[config.mk]
export PLATFORM = sky130hd
export DESIGN_NAME = cam_ctrl_flat
export DESIGN_NICKNAME = d
export VERILOG_FILES = /design/src/rtl/cam_ctrl_if.sv /design/src/rtl/cam_ctrl.sv /design/src/flat_wrapper.sv
export SDC_FILE = /design/constraint.sdc
export NUM_CORES = 1
export LEC_CHECK = 0
export BUFFER_PORTS_ARGS = -buffer_cell sky130_fd_sc_hd__buf_4
export CAP_MARGIN = 0
export CELL_PAD_IN_SITES_DETAIL_PLACEMENT = 1
export CELL_PAD_IN_SITES_GLOBAL_PLACEMENT = 1
export CORE_MARGIN = 5
export CORE_UTILIZATION = 40
export DETAILED_ROUTE_END_ITERATION = 16
export PLACE_DENSITY_LB_ADDON = 0.1
export SLEW_MARGIN = 20
export SYNTH_ARGS = -nofsm -noshare
export SYNTH_HDL_FRONTEND = slang
export SYNTH_SLANG_ARGS = --single-unit
[constraint.sdc]
create_clock -name clk -period 6.5 [get_ports clk]
set_input_delay 0.65 -clock clk [delete_from_list [all_inputs] [get_ports clk]]
set_output_delay 0.65 -clock clk [all_outputs]
set_load 0.005 [all_outputs]
[src/rtl/cam_ctrl_if.sv]
// Bundle of requester, response, CAM-drive and status signals for cam_ctrl.
interface cam_ctrl_if;
   localparam int unsigned KEY_W  = 4;
   localparam int unsigned ADDR_W = 3;
   localparam int unsigned CNT_W  = 8;

   logic              req0_valid;
   logic              req0_op;
   logic [KEY_W-1:0]  req0_key;
   logic [KEY_W-1:0]  req0_new;
   logic              req0_ack;
   logic              req1_valid;
   logic              req1_op;
   logic [KEY_W-1:0]  req1_key;
   logic [KEY_W-1:0]  req1_new;
   logic              req1_ack;
   logic              init_req;
   logic              rsp_valid;
   logic              rsp_id;
   logic              rsp_hit;
   logic [ADDR_W-1:0] rsp_min;
   logic [ADDR_W-1:0] rsp_max;
   logic [KEY_W-1:0]  cam_D_lookup;
   logic [KEY_W-1:0]  cam_newD;
   logic              cam_setD;
   logic              cam_init;
   logic              cam_valid;
   logic [ADDR_W-1:0] cam_minAddr;
   logic [ADDR_W-1:0] cam_maxAddr;
   logic              busy;
   logic [CNT_W-1:0]  hit_cnt;

   // Environment side: requesters plus the CAM array itself.
   modport master (
      output req0_valid, req0_op, req0_key, req0_new,
      output req1_valid, req1_op, req1_key, req1_new,
      output init_req, cam_valid, cam_minAddr, cam_maxAddr,
      input  req0_ack, req1_ack, rsp_valid, rsp_id, rsp_hit, rsp_min, rsp_max,
      input  cam_D_lookup, cam_newD, cam_setD, cam_init, busy, hit_cnt
   );

   // Controller side.
   modport slave (
      input  req0_valid, req0_op, req0_key, req0_new,
      input  req1_valid, req1_op, req1_key, req1_new,
      input  init_req, cam_valid, cam_minAddr, cam_maxAddr,
      output req0_ack, req1_ack, rsp_valid, rsp_id, rsp_hit, rsp_min, rsp_max,
      output cam_D_lookup, cam_newD, cam_setD, cam_init, busy, hit_cnt
   );
endinterface

[src/rtl/cam_ctrl.sv]
// Two-requester CAM command controller: round-robin grant, lookup,
// optional replace write, single response, and CAM re-initialisation.
module cam_ctrl (
   input logic       clk,
   input logic       reset,
   cam_ctrl_if.slave bus
);
   localparam int unsigned KEY_W  = 4;
   localparam int unsigned ADDR_W = 3;
   localparam int unsigned CNT_W  = 8;

   typedef enum logic [2:0] {IDLE, LOOK, WRITE, RESP, INIT} state_t;

   state_t            state;
   logic              last_grant;
   logic              rst_hold;
   logic              cap_id;
   logic              cap_op;
   logic              cap_hit;
   logic [KEY_W-1:0]  cap_key;
   logic [KEY_W-1:0]  cap_new;
   logic [ADDR_W-1:0] cap_min;
   logic [ADDR_W-1:0] cap_max;
   logic [CNT_W-1:0]  hit_cnt;
   logic              rsp_valid;
   logic              rsp_id;
   logic              rsp_hit;
   logic [ADDR_W-1:0] rsp_min;
   logic [ADDR_W-1:0] rsp_max;
   logic [KEY_W-1:0]  cam_d_lookup;
   logic [KEY_W-1:0]  cam_new_d;
   logic              cam_set_d;
   logic              cam_init;
   logic              busy;
   logic              can_grant;
   logic              grant0;
   logic              grant1;

   // Grant decode; acks are same-cycle strobes and are mutually exclusive.
   always_comb begin
      can_grant = (state == IDLE) && !reset && !rst_hold && !bus.init_req;
      grant0    = can_grant && bus.req0_valid && (!bus.req1_valid || last_grant);
      grant1    = can_grant && bus.req1_valid && (!bus.req0_valid || !last_grant);
   end

   // Controller FSM with registered outputs.
   always_ff @(posedge clk) begin
      if (reset) begin
         state        <= IDLE;
         last_grant   <= 1'b1;
         rst_hold     <= 1'b1;
         cap_id       <= 1'b0;
         cap_op       <= 1'b0;
         cap_hit      <= 1'b0;
         cap_key      <= '0;
         cap_new      <= '0;
         cap_min      <= '0;
         cap_max      <= '0;
         hit_cnt      <= '0;
         rsp_valid    <= 1'b0;
         rsp_id       <= 1'b0;
         rsp_hit      <= 1'b0;
         rsp_min      <= '0;
         rsp_max      <= '0;
         cam_d_lookup <= '0;
         cam_new_d    <= '0;
         cam_set_d    <= 1'b0;
         cam_init     <= 1'b0;
         busy         <= 1'b0;
      end else begin
         rst_hold  <= 1'b0;
         rsp_valid <= 1'b0;
         cam_set_d <= 1'b0;
         cam_init  <= 1'b0;
         unique case (state)
            IDLE: begin
               if (!rst_hold && bus.init_req) begin
                  state    <= INIT;
                  cam_init <= 1'b1;
                  busy     <= 1'b1;
               end else if (grant0 || grant1) begin
                  state        <= LOOK;
                  busy         <= 1'b1;
                  last_grant   <= grant1;
                  cap_id       <= grant1;
                  cap_op       <= grant1 ? bus.req1_op  : bus.req0_op;
                  cap_key      <= grant1 ? bus.req1_key : bus.req0_key;
                  cap_new      <= grant1 ? bus.req1_new : bus.req0_new;
                  cam_d_lookup <= grant1 ? bus.req1_key : bus.req0_key;
                  cam_new_d    <= '0;
               end
            end
            LOOK: begin
               // Match results are captured before any write disturbs them.
               cap_hit <= bus.cam_valid;
               cap_min <= bus.cam_valid ? bus.cam_minAddr : '0;
               cap_max <= bus.cam_valid ? bus.cam_maxAddr : '0;
               if (cap_op && bus.cam_valid) begin
                  state        <= WRITE;
                  cam_set_d    <= 1'b1;
                  cam_d_lookup <= cap_key;
                  cam_new_d    <= cap_new;
               end else begin
                  state        <= RESP;
                  rsp_valid    <= 1'b1;
                  rsp_id       <= cap_id;
                  rsp_hit      <= bus.cam_valid;
                  rsp_min      <= bus.cam_valid ? bus.cam_minAddr : '0;
                  rsp_max      <= bus.cam_valid ? bus.cam_maxAddr : '0;
                  cam_d_lookup <= '0;
                  cam_new_d    <= '0;
               end
            end
            WRITE: begin
               state        <= RESP;
               rsp_valid    <= 1'b1;
               rsp_id       <= cap_id;
               rsp_hit      <= cap_hit;
               rsp_min      <= cap_min;
               rsp_max      <= cap_max;
               cam_d_lookup <= '0;
               cam_new_d    <= '0;
            end
            RESP: begin
               state <= IDLE;
               busy  <= 1'b0;
               if (rsp_hit && (hit_cnt != '1)) hit_cnt <= hit_cnt + CNT_W'(1);
            end
            INIT: begin
               state <= IDLE;
               busy  <= 1'b0;
            end
            default: begin
               state <= IDLE;
               busy  <= 1'b0;
            end
         endcase
      end
   end

   assign bus.req0_ack     = grant0;
   assign bus.req1_ack     = grant1;
   assign bus.rsp_valid    = rsp_valid;
   assign bus.rsp_id       = rsp_id;
   assign bus.rsp_hit      = rsp_hit;
   assign bus.rsp_min      = rsp_min;
   assign bus.rsp_max      = rsp_max;
   assign bus.cam_D_lookup = cam_d_lookup;
   assign bus.cam_newD     = cam_new_d;
   assign bus.cam_setD     = cam_set_d;
   assign bus.cam_init     = cam_init;
   assign bus.busy         = busy;
   assign bus.hit_cnt      = hit_cnt;
endmodule

[src/flat_wrapper.sv]
// flat-port wrapper written by rule: the top's interface ports become plain ports
module cam_ctrl_flat 
  (clk, reset, bus_req0_valid, bus_req0_op, bus_req0_key, bus_req0_new, bus_req1_valid, bus_req1_op, bus_req1_key, bus_req1_new, bus_init_req, bus_cam_valid, bus_cam_minAddr, bus_cam_maxAddr, bus_req0_ack, bus_req1_ack, bus_rsp_valid, bus_rsp_id, bus_rsp_hit, bus_rsp_min, bus_rsp_max, bus_cam_D_lookup, bus_cam_newD, bus_cam_setD, bus_cam_init, bus_busy, bus_hit_cnt);
  cam_ctrl_if bus_i ();
  input logic clk;
  input logic reset;
  input wire logic [$bits(bus_i.req0_valid)-1:0] bus_req0_valid;
  input wire logic [$bits(bus_i.req0_op)-1:0] bus_req0_op;
  input wire logic [$bits(bus_i.req0_key)-1:0] bus_req0_key;
  input wire logic [$bits(bus_i.req0_new)-1:0] bus_req0_new;
  input wire logic [$bits(bus_i.req1_valid)-1:0] bus_req1_valid;
  input wire logic [$bits(bus_i.req1_op)-1:0] bus_req1_op;
  input wire logic [$bits(bus_i.req1_key)-1:0] bus_req1_key;
  input wire logic [$bits(bus_i.req1_new)-1:0] bus_req1_new;
  input wire logic [$bits(bus_i.init_req)-1:0] bus_init_req;
  input wire logic [$bits(bus_i.cam_valid)-1:0] bus_cam_valid;
  input wire logic [$bits(bus_i.cam_minAddr)-1:0] bus_cam_minAddr;
  input wire logic [$bits(bus_i.cam_maxAddr)-1:0] bus_cam_maxAddr;
  output wire logic [$bits(bus_i.req0_ack)-1:0] bus_req0_ack;
  output wire logic [$bits(bus_i.req1_ack)-1:0] bus_req1_ack;
  output wire logic [$bits(bus_i.rsp_valid)-1:0] bus_rsp_valid;
  output wire logic [$bits(bus_i.rsp_id)-1:0] bus_rsp_id;
  output wire logic [$bits(bus_i.rsp_hit)-1:0] bus_rsp_hit;
  output wire logic [$bits(bus_i.rsp_min)-1:0] bus_rsp_min;
  output wire logic [$bits(bus_i.rsp_max)-1:0] bus_rsp_max;
  output wire logic [$bits(bus_i.cam_D_lookup)-1:0] bus_cam_D_lookup;
  output wire logic [$bits(bus_i.cam_newD)-1:0] bus_cam_newD;
  output wire logic [$bits(bus_i.cam_setD)-1:0] bus_cam_setD;
  output wire logic [$bits(bus_i.cam_init)-1:0] bus_cam_init;
  output wire logic [$bits(bus_i.busy)-1:0] bus_busy;
  output wire logic [$bits(bus_i.hit_cnt)-1:0] bus_hit_cnt;
  assign bus_i.req0_valid = bus_req0_valid;
  assign bus_i.req0_op = bus_req0_op;
  assign bus_i.req0_key = bus_req0_key;
  assign bus_i.req0_new = bus_req0_new;
  assign bus_i.req1_valid = bus_req1_valid;
  assign bus_i.req1_op = bus_req1_op;
  assign bus_i.req1_key = bus_req1_key;
  assign bus_i.req1_new = bus_req1_new;
  assign bus_i.init_req = bus_init_req;
  assign bus_i.cam_valid = bus_cam_valid;
  assign bus_i.cam_minAddr = bus_cam_minAddr;
  assign bus_i.cam_maxAddr = bus_cam_maxAddr;
  assign bus_req0_ack = bus_i.req0_ack;
  assign bus_req1_ack = bus_i.req1_ack;
  assign bus_rsp_valid = bus_i.rsp_valid;
  assign bus_rsp_id = bus_i.rsp_id;
  assign bus_rsp_hit = bus_i.rsp_hit;
  assign bus_rsp_min = bus_i.rsp_min;
  assign bus_rsp_max = bus_i.rsp_max;
  assign bus_cam_D_lookup = bus_i.cam_D_lookup;
  assign bus_cam_newD = bus_i.cam_newD;
  assign bus_cam_setD = bus_i.cam_setD;
  assign bus_cam_init = bus_i.cam_init;
  assign bus_busy = bus_i.busy;
  assign bus_hit_cnt = bus_i.hit_cnt;
  cam_ctrl u_core (.clk(clk), .reset(reset), .bus(bus_i));
endmodule
==> flow_metrics.py, run 1 <==
metrics = {
    "grt": {
        "grt_pass1_wl_mm": 9.82,
        "gr-max-usage-layer": "met2",
        "met1_usage_pct": 19.9,
        "overflow": 0,
        "grtUsageMet3_pct": 4.42,
        "grt_max_degree": 50,
        "antenna_found_initial": 0,
        "grt_usage_pct": 16.5,
        "grt_use_met2_pct": 29.3,
        "first_global_vias": 2132,
    },
    "critical_path": {
        "crit_arrival_ps": 2240,
        "end_kind": "output pin",
        "cp_slowest_stage_delay_ps": 550,
        "critPathMaxFanout": 49,
        "start_kind": "input pin",
        "cpMostUsedCell": "buf_4",
        "critPathKind": "input pin to output pin",
        "crit_chain": "buf_4, or4_4, or3_4, clkinv_8, buf_4",
        "crit_slowest_cell": "or4_4",
        "cp_data_required_time_ps": 5850,
    },
    "synth": {
        "ys_warn_count": 0,
        "avgSynthCellArea_sq_um": 8.31,
        "ys_types": 41,
        "yosys.area.top_type_share_pct": 45.1,
        "synth-seq-cells": 50,
        "synth_nets": 298,
        "post-synth-top-count-cell": "dfxtp_1",
        "synthTopCellsByArea": "dfxtp_1, nand2_1, a21oi_1",
        "synthTopCellsByCount": "dfxtp_1, nand2_1, nor2_1",
        "netlist_area_sq_um": 2220,
        "ys_seq_area_share_pct": 45.1,
        "ys.flop_type": "dfxtp_1",
        "yosys.area.top_type": "dfxtp_1",
        "syn-instance-count": 267,
        "synthArstFlopShare_pct": 0,
        "synth_edf_count": 0,
    },
    "route": {
        "antenna_left": 0,
        "route.detailed.drc": 0,
        "viasPerCell": 5.20,
        "totalWireLength_mm": 5.78,
        "vias": 2023,
        "wl_per_cell_um": 14.9,
        "dr.pass1.iters": 4,
        "drt_iter0_drc": 39,
    },
    "clock_tree": {
        "cts.repair.resized": 0,
        "clockRootBuffer": "clkbuf_8",
        "cts_tree": "built",
        "cts_buffer_depth": 2,
        "post_cts_buffers": 0,
        "cts.reportedPaths.clkPinSlew_ps": 90,
        "cts_inserted_buffers": 5,
        "cts-hold-fix-buffers": 0,
        "htreeDepth": 2,
        "clock-sinks": 50,
        "insertion_delay_ps": 300,
    },
    "flow_run": {
        "drv_cap": 0,
    },
    "sta": {
        "slew_headroom_pct": 44.5,
        "worst_slew_pin_slew_ps": 831,
        "setup_violations": 0,
        "min_period_ps": 2890,
        "rsz0062_at_grt": "no",
        "fin_tns_setup_ps": 0,
        "max_freq_mhz": 346,
        "fin_crit_sh_pct": 44.4,
        "finalMaxSlewViolations": 0,
        "final.setup_skew_ps": 7.33,
        "hold_viol": 0,
    },
    "floorplan": {
        "die_y_um": 84.5,
        "die-area_sq_um": 7140,
        "floorplan.initialDensity_pct": 40.8,
        "num_io_pins": 60,
        "die_x_um": 84.5,
        "coreArea_sq_um": 5440,
        "rows": 27,
    },
    "pwr": {
        "peakVddDrop_mv": 0.104,
        "p_per_area_nw_per_um2": 259,
        "p_total_uw": 723,
        "p_leak_nw": 1.09,
    },
    "placement": {
        "gp_congestion": 0.755,
        "hpwl_mm": 4.05,
        "io_buffers": 59,
    },
    "layout": {
        "diodes": 0,
        "nets": 347,
        "final_layout_size_suffix_gt1_share_pct": 23.7,
        "syn_to_final_growth_pct": 25.6,
    },
    "worst_hold_path": {
        "min_path_type": "flop to flop",
    },
    "status": {
        "outcome": "complete, no violations",
    },
}
==> metal layers <==
layer	vias to the layer above	share of wire [%]
met3	5	4.1
li1	1036	-
met5	-	0
met1	941	45
met4	0	0.86
met2	41	50
==> cells by family (layout without fill, tap and decap cells) <==
family	count (synthesis)	in the layout	share of synthesized area (%)
DFF	50	50	45.1
and+or+nand+nor	110	110	22.3
buffers and inverters	25	75	5.97
adders and majority gates	1	1	0.564
xor gates and xnor gates	7	7	2.76
muxes	5	5	2.25
AOI/OAI and AO/OA	69	69	21.0
==> power breakdown <==
| group | leakage [nW] | switching (mW) | internal, mW |
|---|---|---|---|
| clock network | 0.0514 | 0.103 | 0.115 |
| registers | 0.406 | 0.0177 | 0.333 |
| logic | 0.632 | 0.0822 | 0.0715 |
==> through the flow <==
stage / util, % / instance area [sq um] / setup WS (ps) / cells / hold WS (ps)
floorplan: - / 2220 / 4080 / 267 / 432
global route: 51.3 / 2790 / 3540 / 389 / 484
CTS: 51.1 / 2780 / 3620 / 389 / 467
global placement: 49.1 / 2670 / 3640 / 381 / 444
finish: 51.3 / 2790 / 3610 / 389 / 459
detailed placement: 49.1 / 2670 / 3530 / 381 / 449
==> critical path, delay by kind of cell <==
family	cells	cell delay, ps
and+or+nand+nor	2	1080
buffers and inverters	3	480
==> layout make-up <==
cell class / instances / area (sq um)
tap: 72 / 90.1
clock inverter: 2 / 37.5
timing repair buffer: 60 / 450
sequential: 50 / 1000
fill: 676 / 2650
multi-input combinational: 192 / 1100
clock buffer: 6 / 72.6
inverter: 7 / 38.8
==> path summary, 6_finish.rpt <==
check / from / end / slack [ps] / cells past startpoint
worst max-delay path: reset / bus_req1_ack / 3610 / 5
worst min register to register: u_core.cap_new[0]$_SDFFE_PP0P_ / u_core.bus.cam_newD[0]$_SDFFE_PP0P_ / 460 / 2
worst min-delay path: u_core.cap_new[0]$_SDFFE_PP0P_ / u_core.bus.cam_newD[0]$_SDFFE_PP0P_ / 460 / 2
worst max register to register: u_core.state[0]$_SDFFE_PP0P_ / u_core.cap_key[1]$_SDFFE_PP0P_ / 4300 / 4
==> cell usage in the layout, fill, tap and decap left out, drive strengths merged, types with 2 or more instances in the layout <==
cell	count
a2111oi	3
nand3	8
dfxtp	50
nor3b	2
a21boi	3
a311oi	11
nor3	4
a211oi	10
nor2b	4
a31oi	2
clkbuf	6
or3	3
nand2	44
nor4	2
xor2	2
o21ai	6
a21oi	27
mux2i	5
inv	6
xnor2	5
nor2	36
buf	60
==> sequential cells by signal, summed over array words and instances, names as in the netlist <==
| name | flops |
|---|---|
| u_core.cap_hit | 1 |
| u_core.cap_min | 3 |
| u_core.bus.cam_newD | 4 |
| u_core.cap_id | 1 |
| u_core.bus.cam_setD | 1 |
| u_core.bus.busy | 1 |
| u_core.bus.rsp_min | 3 |
| u_core.cap_new | 4 |
| u_core.bus.rsp_valid | 1 |
| u_core.rst_hold | 1 |
| u_core.bus.hit_cnt | 8 |
| u_core.cap_max | 3 |
| u_core.state | 3 |
| u_core.bus.rsp_max | 3 |
| u_core.bus.rsp_hit | 1 |
| u_core.bus.rsp_id | 1 |
| u_core.bus.cam_init | 1 |
| u_core.cap_key | 4 |
| u_core.cap_op | 1 |
| u_core.last_grant | 1 |
| u_core.bus.cam_D_lookup | 4 |
(Power assumes the default switching activity.)
==> run 2, diff against run 1 <==
--- a/config.mk
+++ b/config.mk
@@ -10,7 +10,7 @@
 export CELL_PAD_IN_SITES_DETAIL_PLACEMENT = 1
 export CELL_PAD_IN_SITES_GLOBAL_PLACEMENT = 1
 export CORE_MARGIN = 5
-export CORE_UTILIZATION = 40
+export CORE_UTILIZATION = 34
 export DETAILED_ROUTE_END_ITERATION = 16
 export PLACE_DENSITY_LB_ADDON = 0.1
 export SLEW_MARGIN = 20
==> constraint.sdc (replaced) <==
create_clock -name clk -period 2.5 [get_ports clk]
set_input_delay 0.25 -clock clk [delete_from_list [all_inputs] [get_ports clk]]
set_output_delay 0.25 -clock clk [all_outputs]
set_load 0.005 [all_outputs]
==> run 2 against run 1 <==
Net effect: clock power increased by 100%; hold slack lost 240 ps; register-to-register slack lost 3900 ps; critical path depth down 1; largest cell class unchanged.
==> flow_metrics.py, run 2 (same netlist as run 1, synthesis figures left out) <==
metrics = {
    "route": {
        "dr.pass1.iters": 4,
        "drt_iter0_drc": 70,
        "viasPerCell": 5.11,
        "wl_per_cell_um": 14.7,
        "totalWireLength_mm": 5.83,
        "antenna_left": 0,
        "route.detailed.drc": 0,
        "vias": 2034,
    },
    "sta": {
        "fin_hold_ws_ps": 215,
        "worst_slew_pin_slew_ps": 555,
        "max_freq_mhz": 428,
        "finalMaxSlewViolations": 0,
        "fin_tns_setup_ps": 0,
        "setup_violations": 0,
        "slew_headroom_pct": 62.0,
        "rsz0062_at_grt": "no",
        "min_period_ps": 2340,
        "fin_crit_sh_pct": 93.4,
        "final.setup_skew_ps": 3.51,
        "hold_viol": 0,
    },
    "critical_path": {
        "end_kind": "output pin",
        "reg2reg_depth": 5,
        "critPathKind": "flop to output pin",
        "critPathMaxFanout": 14,
        "start_kind": "flop",
        "cp_data_required_time_ps": 2250,
        "crit_arrival_ps": 2090,
    },
    "clock_tree": {
        "clockRootBuffer": "clkbuf_8",
        "cts_inserted_buffers": 5,
        "cts-hold-fix-buffers": 0,
        "cts.reportedPaths.clkPinSlew_ps": 90,
        "clock-sinks": 50,
        "post_cts_buffers": 0,
        "cts_tree": "built",
        "insertion_delay_ps": 290,
        "htreeDepth": 2,
        "cts.repair.resized": 0,
        "cts_buffer_depth": 2,
    },
    "layout": {
        "final_common_cell": "buf_4",
        "multiInputGateArea_sq_um": 1090,
        "final_layout_size_suffix_gt1_share_pct": 24.3,
        "regArea_sq_um": 1000,
        "diodes": 0,
        "fillers": 769,
        "nets": 352,
        "top_register": "u_core.bus.hit_cnt",
        "stdcell_count": 398,
        "syn_to_final_growth_pct": 25.8,
        "largest_reg_flops": 8,
        "final_cell_mix": "buf_4, dfxtp_1, nand2_1",
    },
    "worst_hold_path": {
        "hold_path_depth": 3,
        "min_path_type": "input pin to flop",
    },
    "floorplan": {
        "num_io_pins": 60,
        "die-area_sq_um": 8240,
        "die_y_um": 90.8,
        "die_x_um": 90.8,
        "floorplan.initialDensity_pct": 35.0,
        "rows": 29,
        "coreArea_sq_um": 6350,
    },
    "placement": {
        "placedCellCount": 391,
        "gp_congestion": 0.739,
        "hpwl_mm": 4.16,
        "io_buffers": 59,
    },
    "pwr": {
        "p_leak_nw": 1.10,
        "peakVddDrop_mv": 0.303,
        "p_total_mw": 1.77,
        "p_per_area_nw_per_um2": 633,
    },
    "grt": {
        "antenna_found_initial": 0,
        "first_global_vias": 2064,
        "overflow": 0,
        "grt_usage_pct": 14.8,
        "grt_pass1_wl_mm": 10.0,
        "grt_max_degree": 49,
    },
    "status": {
        "outcome": "complete, no violations",
    },
    "flow_run": {
        "drv_cap": 0,
    },
}
-- run 2: path summary, 6_finish.rpt --
kind                                  start                                      end  slack (ps)
max reg2reg    u_core.state[0]$_SDFFE_PP0P_  u_core.bus.cam_D_lookup[1]$_SDFFE_PP0P_         370
min reg2reg  u_core.cap_new[1]$_SDFFE_PP0P_      u_core.bus.cam_newD[1]$_SDFFE_PP0P_         460
max            u_core.state[0]$_SDFFE_PP0P_                             bus_req1_ack         160
min                         bus_req1_new[1]           u_core.cap_new[1]$_SDFFE_PP0P_         220
-- run 2: area by class of cell --
type / instances / share of cell area, %
multi-input cells: 192 / 39.1
clock buffers: 7 / 2.73
flip-flops and latches: 50 / 35.9
repair buffers: 65 / 17.5
well taps: 77 / 3.45
inverters: 7 / 1.39
-- run 2: power by group --
group	switching [mW]	internal, mW
logic	0.212	0.195
registers	0.0470	0.866
clock network	0.252	0.193
total	0.511	1.25
-- run 2: per-layer routing --
metal | GRT usage [%] | vias to the layer above | wire length (um)
met5 | 0 | - | 0
met4 | 4.28 | 0 | 29
met3 | 4.08 | 2 | 216
met2 | 24.2 | 38 | 2740
met1 | 18.9 | 950 | 2850
li1 | - | 1044 | -
-- run 2: worst max-delay path: stages, from the launching register on --
cell	delay, ps
dfxtp_1	400
or4_4	640
or3_4	530
clkinv_8	110
buf_4	110
-- run 2: per-stage QoR --
step	instance area (sq um)	utilization, %	worst slack, ps
finish	2790	44.0	165
floorplan	2220	-	409
CTS	2790	44.0	149
global placement	2720	42.8	413
global route	2790	44.0	88.6
detailed placement	2720	42.8	378
